**config.mk**
```make
export PLATFORM = sky130hd
export DESIGN_NAME = lfsr_bist_controller
export DESIGN_NICKNAME = d
export VERILOG_FILES = /design/src/rtl/lfsr_bist_controller.sv
export SDC_FILE = /design/constraint.sdc
export NUM_CORES = 1
export LEC_CHECK = 0
export ABC_AREA = 1
export ABC_CLOCK_PERIOD_IN_PS = 1240
export BUFFER_PORTS_ARGS = -buffer_cell sky130_fd_sc_hd__buf_2
export CAP_MARGIN = 10
export CORE_MARGIN = 2
export CORE_UTILIZATION = 47
export CTS_BUF_LIST = sky130_fd_sc_hd__clkbuf_8
export CTS_CLUSTER_SIZE = 28
export DETAILED_ROUTE_END_ITERATION = 12
export PLACE_DENSITY = 0.88
export SYNTH_ARGS = -nofsm -noshare
export SYNTH_HDL_FRONTEND = slang
export SYNTH_SLANG_ARGS = --single-unit
```
**constraint.sdc**
```tcl
create_clock -name clk -period 1.24 [get_ports clk]
set_clock_uncertainty 0.2 [all_clocks]
set_input_delay 0.062 -clock clk [delete_from_list [all_inputs] [get_ports clk]]
set_output_delay 0.062 -clock clk [all_outputs]
set_load 0.05 [all_outputs]
```
**src/rtl/lfsr_bist_controller.sv**
```systemverilog
// rtl/lfsr_bist_controller.sv - BIST sequencer: 4-bit LFSR pattern source, 4-bit MISR compactor, golden compare.
module lfsr_bist_controller #(
   parameter logic [3:0] SEED         = 4'b0001,
   parameter int         NUM_PATTERNS = 15,
   parameter int         RESP_LATENCY = 1,
   parameter logic [3:0] GOLDEN       = 4'b0000
) (
   input  logic       clk,
   input  logic       rst,
   input  logic       start,
   input  logic       abort,
   input  logic [3:0] cut_resp,
   output logic [3:0] pattern,
   output logic       pattern_valid,
   output logic       busy,
   output logic       done,
   output logic       pass,
   output logic [3:0] signature,
   output logic [3:0] pat_count
);

   typedef enum logic [2:0] {S_IDLE, S_SEED, S_RUN, S_DRAIN, S_DONE} state_t;

   // An all-zero seed would lock the LFSR, so it is promoted to 0001.
   localparam logic [3:0] SEED_EFF = (SEED == 4'b0000) ? 4'b0001 : SEED;
   localparam logic [3:0] LAST_CNT = 4'(NUM_PATTERNS - 1);

   state_t                  state, state_nxt;
   logic [RESP_LATENCY-1:0] resp_dly;
   logic                    resp_valid;
   logic                    start_ok;
   logic                    last_pat;
   logic [3:0]              lfsr_next;
   logic [3:0]              misr_next;

   assign resp_valid = resp_dly[RESP_LATENCY-1];
   assign start_ok   = start && (state == S_IDLE || state == S_DONE);
   assign last_pat   = (pat_count == LAST_CNT);
   assign lfsr_next  = {pattern[0], pattern[3] ^ pattern[0], pattern[2], pattern[1]};
   assign misr_next  = {signature[0], signature[3] ^ signature[0], signature[2], signature[1]} ^ cut_resp;

   always_ff @(posedge clk) begin
      if (rst) state <= S_IDLE;
      else     state <= state_nxt;
   end

   always_comb begin
      state_nxt     = state;
      pattern_valid = 1'b0;
      busy          = 1'b0;
      done          = 1'b0;
      case (state)
         S_IDLE:  if (start) state_nxt = S_SEED;
         S_SEED: begin
            busy      = 1'b1;
            state_nxt = S_RUN;
         end
         S_RUN: begin
            busy          = 1'b1;
            pattern_valid = 1'b1;
            if (last_pat) state_nxt = S_DRAIN;
         end
         S_DRAIN: begin
            busy = 1'b1;
            if (resp_dly == '0) state_nxt = S_DONE;
         end
         S_DONE: begin
            done = 1'b1;
            if (start) state_nxt = S_SEED;
         end
         default: state_nxt = S_IDLE;
      endcase
      if (abort) state_nxt = S_IDLE;
   end

   assign pass = done && (signature == GOLDEN);

   // Abort freezes pattern, count and signature; only the response pipe is flushed.
   always_ff @(posedge clk) begin
      if (rst) begin
         pattern   <= 4'b0000;
         signature <= 4'b0000;
         pat_count <= 4'b0000;
         resp_dly  <= '0;
      end else if (abort) begin
         resp_dly  <= '0;
      end else begin
         resp_dly <= RESP_LATENCY'({resp_dly, pattern_valid});
         if (start_ok) begin
            signature <= 4'b0000;
            pat_count <= 4'b0000;
         end
         if (state == S_SEED) pattern <= SEED_EFF;
         if (state == S_RUN) begin
            pat_count <= pat_count + 4'd1;
            if (!last_pat) pattern <= lfsr_next;
         end
         if (resp_valid) signature <= misr_next;
      end
   end

endmodule

```
==> results.md, run 1 <==
- GRT overflow: 0
- Final hold violations: 0
- Final ANT Viol Nets: 0
- Peak supply drop: 0.688 mV
- CP Capture Type: primary output
- P_leak: 0.722 nW
- Net count after synthesis: 130
- Clk pin slew, worst setup/hold paths: 0.07 ns
- Nets@finish: ~190
- Synth Register Bits: 16
- Clock H-tree levels: 1
- WHS: approximately 0.043 ns
- DRC Markers: 0
- Vias in the first global route: about 1,100
- Area share of the leading cell type in the synthesized netlist: 0.385
- Clock Root Buffer: clkbuf_8
- Crit path cell chain: nor2_4 -> inv_2 -> nor2_4 -> inv_2 -> nor4_4 -> buf_6
- First-pass GRT wire length: 5020 um
- Final Setup Violations: 20
- Layout Cells excl Fill: 198
- Crit path DAT: 1.31 ns
- Register area share after synthesis: 0.385
- DP Worst Slack: -0.173 ns
- Cell with the most instances after synthesis: nand2_1
- Synth Cell Area: 832 sq um
- Dpl hpwl: ~1800 um
- Measured slew at the worst slew-check pin: 0.283 ns
- RSZ-0062 raised after global routing: yes
- Largest net degree at the start of global routing: 10
- Final Util: 0.953
- GP Congestion: 0.792
- DRT Pass-1 Iters: 5
- Post-synth top cells: 33 x nand2_1, 16 x dfxtp_1, 13 x inv_1, 12 x a21oi_1, 12 x nor2_1
- CP Class: reg -> out
- IO Count: 24
- Top post-synthesis cells by area: dfxtp_1 38%, nand2_1 15%, a21oi_1 7.2%
- Initial antenna violation count: 0
- CTS Buffer Depth: 2
- PwrDens: 797 mW/mm^2
- Yosys cell types: 20
- CORE AREA: 0.00169 sq mm
- Gr usage total: 0.340
- Via Count: 1,191
- Clock sinks: 16
- Placed inst area: 0.00119 sq mm
- Placed insts: 177
- CP delay by family, top: simple AND/OR/NAND/NOR gates
- Area leader, netlist: dfxtp_1
- Final cycle utilization of the critical path: 1.27
- Design Area, Final: roughly 0.0016 sq mm
- I/O Buffers: 23
- HP Class: in -> reg
- Critical-path top delay cell: dfxtp_4
- Crit-path max cell delay: 0.36 ns
- CTS tree: yes
- Yosys warnings: 0
- DIE AREA: 0.00212 sq mm
- Row count: 15
- Syn_area_per_cell: ~7 sq um
- Max-slew violations: 0
- WL final: 4000 um
- Clock period minus worst slack: 1.58 ns
- Initial DRC count: 49
- Syn Inst Count: between 100 and 150
- CTS buffer count: 3
- Violated checks: setup timing
- Status: complete, but fails checks
- Share of layout cells above drive strength 1: 0.564
- Ant. Diodes: 0
- Die width: between 40 and 50 um
- Bufs and invs on worst path: 3
- Effective utilization at floorplan: 0.493
- Asr flop ratio synth: 0
- Die height: 46.1 um
- PnR worst setup slack: -0.335 ns
- Post-synth EDFFs: 0
- CP Data Required Time: 0.98 ns
- Max-Cap Viols: 0
- Critical Path Source Type: flop
- Worst-Skew Late Latency: 0.25 ns
- Detailed-route vias per instance: 6.02
- CP max FO: 2
- Routed WL per cell: 20.2 um
- Max transition margin: 0.813
- Syn-to-layout area delta: 93.5%
- Max Clk Rate: 635 MHz
- Top_reg_cell synth: dfxtp_1
==> final timing paths <==
check	to	from	cells past startpoint	slack [ns]
max	pass	state[1]	6	-0.34
min	signature[0]	start	4	0.04
max reg2reg	signature[1]	state[1]	7	-0.31
min reg2reg	signature[3]	signature[3]	2	0.31
==> layout by cell type (no fill, tap or decap), drive strengths merged <==
| cell type | Yosys | layout |
|---|---|---|
| xor2 | 5 | 5 |
| dlygate4sd3 | 0 | 7 |
| ha | 2 | 2 |
| dfxtp | 16 | 16 |
| buf | 0 | 51 |
| nor4 | 1 | 1 |
| clkinv | 0 | 1 |
| inv | 17 | 15 |
| o211ai | 1 | 1 |
| a21oi | 12 | 12 |
| clkinvlp | 0 | 1 |
| o32ai | 1 | 1 |
| clkbuf | 1 | 4 |
| nand2 | 33 | 33 |
| a31oi | 1 | 1 |
| nand3 | 11 | 11 |
| o21ai | 2 | 2 |
| nor2 | 15 | 15 |
| a21o | 1 | 1 |
| nand4 | 1 | 1 |
==> repair_timing <==
action                     in CTS  in global routing
setup endpoints to repair      20                 20
pin swaps                      14                 12
setup buffers                   5                  6
hold buffers                    7                  0
resized for setup              46                 10
hold endpoints to repair       11                  0
==> final cells by class <==
class,instances,area [sq um]
clock buffers,4,55.1
fillers,41,78.8
repair buffers,58,480
inverters,17,87.6
well taps,17,21.3
multi-input cells,86,619
flip-flops and latches,16,347
==> where the power goes <==
part	internal, mW	switching, mW
registers	0.512	0.00880
clock network	0.282	0.187
logic	0.129	0.165
==> sequential cells by signal (all words and copies together) (netlist names) <==
signal,flops
signature,4
pattern,4
resp_dly,1
pat_count,4
state,3
==> per-stage QoR <==
step | TNS (ns) | power (mW)
final | -4.76 | 1.28
after global routing | -5.35 | 1.31
after CTS | -2.30 | 1.23
after detailed placement | -1.94 | 0.710
after global placement | -1.14 | 0.702
after floorplan | -2.00 | 0.639
==> kinds of logic (layout without fill, tap and decap cells) <==
family / count (synthesis) / after routing / share of synthesized area
buffers and inverters: 18 / 79 / 0.0812
XOR/XNOR: 5 / 5 / 0.0526
AO/OA/AOI/OAI: 18 / 18 / 0.132
AND/OR/NAND/NOR: 61 / 61 / 0.319
adder cells (fa/ha/maj): 2 / 2 / 0.0301
flip-flops: 16 / 16 / 0.385
==> worst min-delay path: cells and delay by family <==
kind / cells / cell delay (ns)
compound gates: 2 / 0.17
buf+inv: 1 / 0.15
simple gates: 1 / 0.07
==> routing by layer <==
metal / share of wire / GRT usage
met5: 0 / 0
met4: 0.083 / 0.274
met3: 0.069 / 0.0706
met2: 0.50 / 0.614
met1: 0.34 / 0.324
Power figures use the tool's default switching activity.
==> run 2, diff against run 1 <==
--- a/config.mk
+++ b/config.mk
@@ -15,6 +15,7 @@
 export CTS_CLUSTER_SIZE = 28
 export DETAILED_ROUTE_END_ITERATION = 12
 export PLACE_DENSITY = 0.88
+export RECOVER_POWER = 100
 export SYNTH_ARGS = -nofsm -noshare
 export SYNTH_HDL_FRONTEND = slang
 export SYNTH_SLANG_ARGS = --single-unit
==> run 2 against run 1 <==
  * The flow still finishes with violations (setup timing)
  * Sequential share of layout area stayed put
  * Non-clock buffer count unchanged
  * Sequential power about the same
  * Total power down 0.13%
  * Highest routed layer unchanged
  * Wire length down 0.90%
  * Sequential cell count did not move
  * Global-route usage stayed put
  * Cell area unchanged
  * Critical endpoint unchanged
  * Fmax grew 0.42%
==> results.md, run 2 (synthesis results as in run 1) <==
- Status: complete, but fails checks
- Violated checks: setup timing
- Met3 routed WL: 249 um
- Routed WL per cell: about 20 um
- CORE AREA: around 0.0017 sq mm
- Peak supply drop: 0.683 mV
- Die height: 46.1 um
- I/O Buffers: 23
- Crit path cell chain: nor2_4 -> inv_2 -> nor2_4 -> inv_2 -> nor4_4 -> buf_6
- Ant. Diodes: 0
- Final ANT Viol Nets: 0
- Worst-Skew Late Latency: about 0.25 ns
- Crit-path max cell delay: 0.36 ns
- Clock H-tree levels: 1
- WL final: slightly below 4000 um
- First-pass GRT wire length: ~5000 um
- Final Setup Violations: 20
- RSZ-0062 raised after global routing: yes
- Clock period minus worst slack: 1.57 ns
- Clock Root Buffer: clkbuf_8
- Reg-to-reg endpoint: signature[1]
- Max transition margin: 0.807
- Worst R2R Start: state[1]
- HP Start: start
- WL met1: roughly 1400 um
- Max Clk Rate: 637 MHz
- Gr usage total: 0.340
- PwrDens: between 700 and 800 mW/mm^2
- GRT overflow: 0
- Initial antenna violation count: 0
- Max-slew violations: 0
- Max Used Layer: met4
- Nets@finish: 192
- Syn-to-layout area delta: 93.5%
- CTS Buffer Depth: 2
- Detailed-route vias per instance: 6.04
- Critical Path Source Type: flop
- GP Congestion: 0.792
- Critical path origin: state[1]
- Initial DRC count: 41
- Largest regs: pat_count x4, pattern x4, signature x4
- Die width: 46.1 um
- Final hold violations: 0
- Vias in the first global route: between 1,000 and 1,500
- Effective utilization at floorplan: 0.493
- Final cycle utilization of the critical path: 1.27
- DRT Pass-1 Iters: 4
- Commonest cells after routing, fill and taps aside: 28 x nand2_1, 18 x buf_4, 12 x buf_6, 10 x clkbuf_2, 9 x a21oi_1
- R2R Setup Slk: -0.31 ns
- Clk pin slew, worst setup/hold paths: 0.07 ns
- Most common cell after layout, fill and taps aside: nand2_1
- CTS tree: yes
- HP Class: in -> reg
- CP max FO: 2
- Largest net degree at the start of global routing: 10
- Via Count: around 1,200
- CP Capture Type: primary output
- Final setup TNS: -4.69 ns
- PnR worst setup slack: -0.329 ns
- Critical-path top delay cell: dfxtp_4
- Crit path DAT: approximately 1.3 ns
- DP Worst Slack: -0.173 ns
- Row count: 15
- DIE AREA: 0.00212 sq mm
- Final Util: 0.953
- Share of layout cells above drive strength 1: 0.564
- DRC Markers: 0
- FF-to-FF path depth: 7
- Clock sinks: 16
- Met2 wire length: 2000 um
- WHS: approximately 0.043 ns
- Dpl hpwl: between 1500 and 2000 um
- Measured slew at the worst slew-check pin: approximately 0.29 ns
- CP Class: reg -> out
- Critical Path End: pass
- Max-Cap Viols: 0
- P_leak: approximately 0.7 nW
- CP Data Required Time: 0.98 ns
- IO Count: 24
- CTS buffer count: 3
## run 2: how the worst min path moves through the flow
stage / slack [ns] / end / cells after the start
after floorplan: 0.02 / state[2] / 3
after global placement: 0.15 / state[2] / 4
after detailed placement: 0.16 / state[2] / 4
after CTS: -0.0003 / pat_count[3] / 4
after global routing: 0.05 / signature[0] / 4
final: 0.04 / signature[0] / 4
## run 2: what timing repair did
action,4_1_cts,5_1_grt
endpoints found under the hold margin,11,0
pin swaps,14,12
setup endpoints to repair,20,20
resized for setup,46,10
buffers inserted,5,6
hold buffers,7,0
## run 2: final cells by class
class	instances	area, sq um
Tap cell	17	21.3
Sequential cell	16	347
Fill cell	41	78.8
Inverter	17	87.6
Clock buffer	4	55.1
Multi-Input combinational cell	86	619
Timing Repair Buffer	58	480
## run 2: power by group
group          internal (mW)  switching (mW)
sequential             0.512         0.00879
combinational          0.128           0.164
clock                  0.282           0.187
## run 2: per-stage QoR
step / instance area [sq um] / std cells / power (mW)
finish: 1610 / 198 / 1.28
detailed placement: 1190 / 177 / 0.710
global route: 1610 / 198 / 1.31
floorplan: 922 / 120 / 0.639
CTS: 1520 / 192 / 1.23
global placement: 1190 / 177 / 0.702
## run 2: layer usage
layer,GRT usage,vias up
met5,0,-
met2,0.614,99
met4,0.274,0
li1,-,509
met1,0.324,545
met3,0.0706,42
## run 2: critical path: cells and delay by family (launching register included)
kind	cells	cell delay (ns)
flops	1	0.36
buf+inv	3	0.31
simple gates	3	0.37
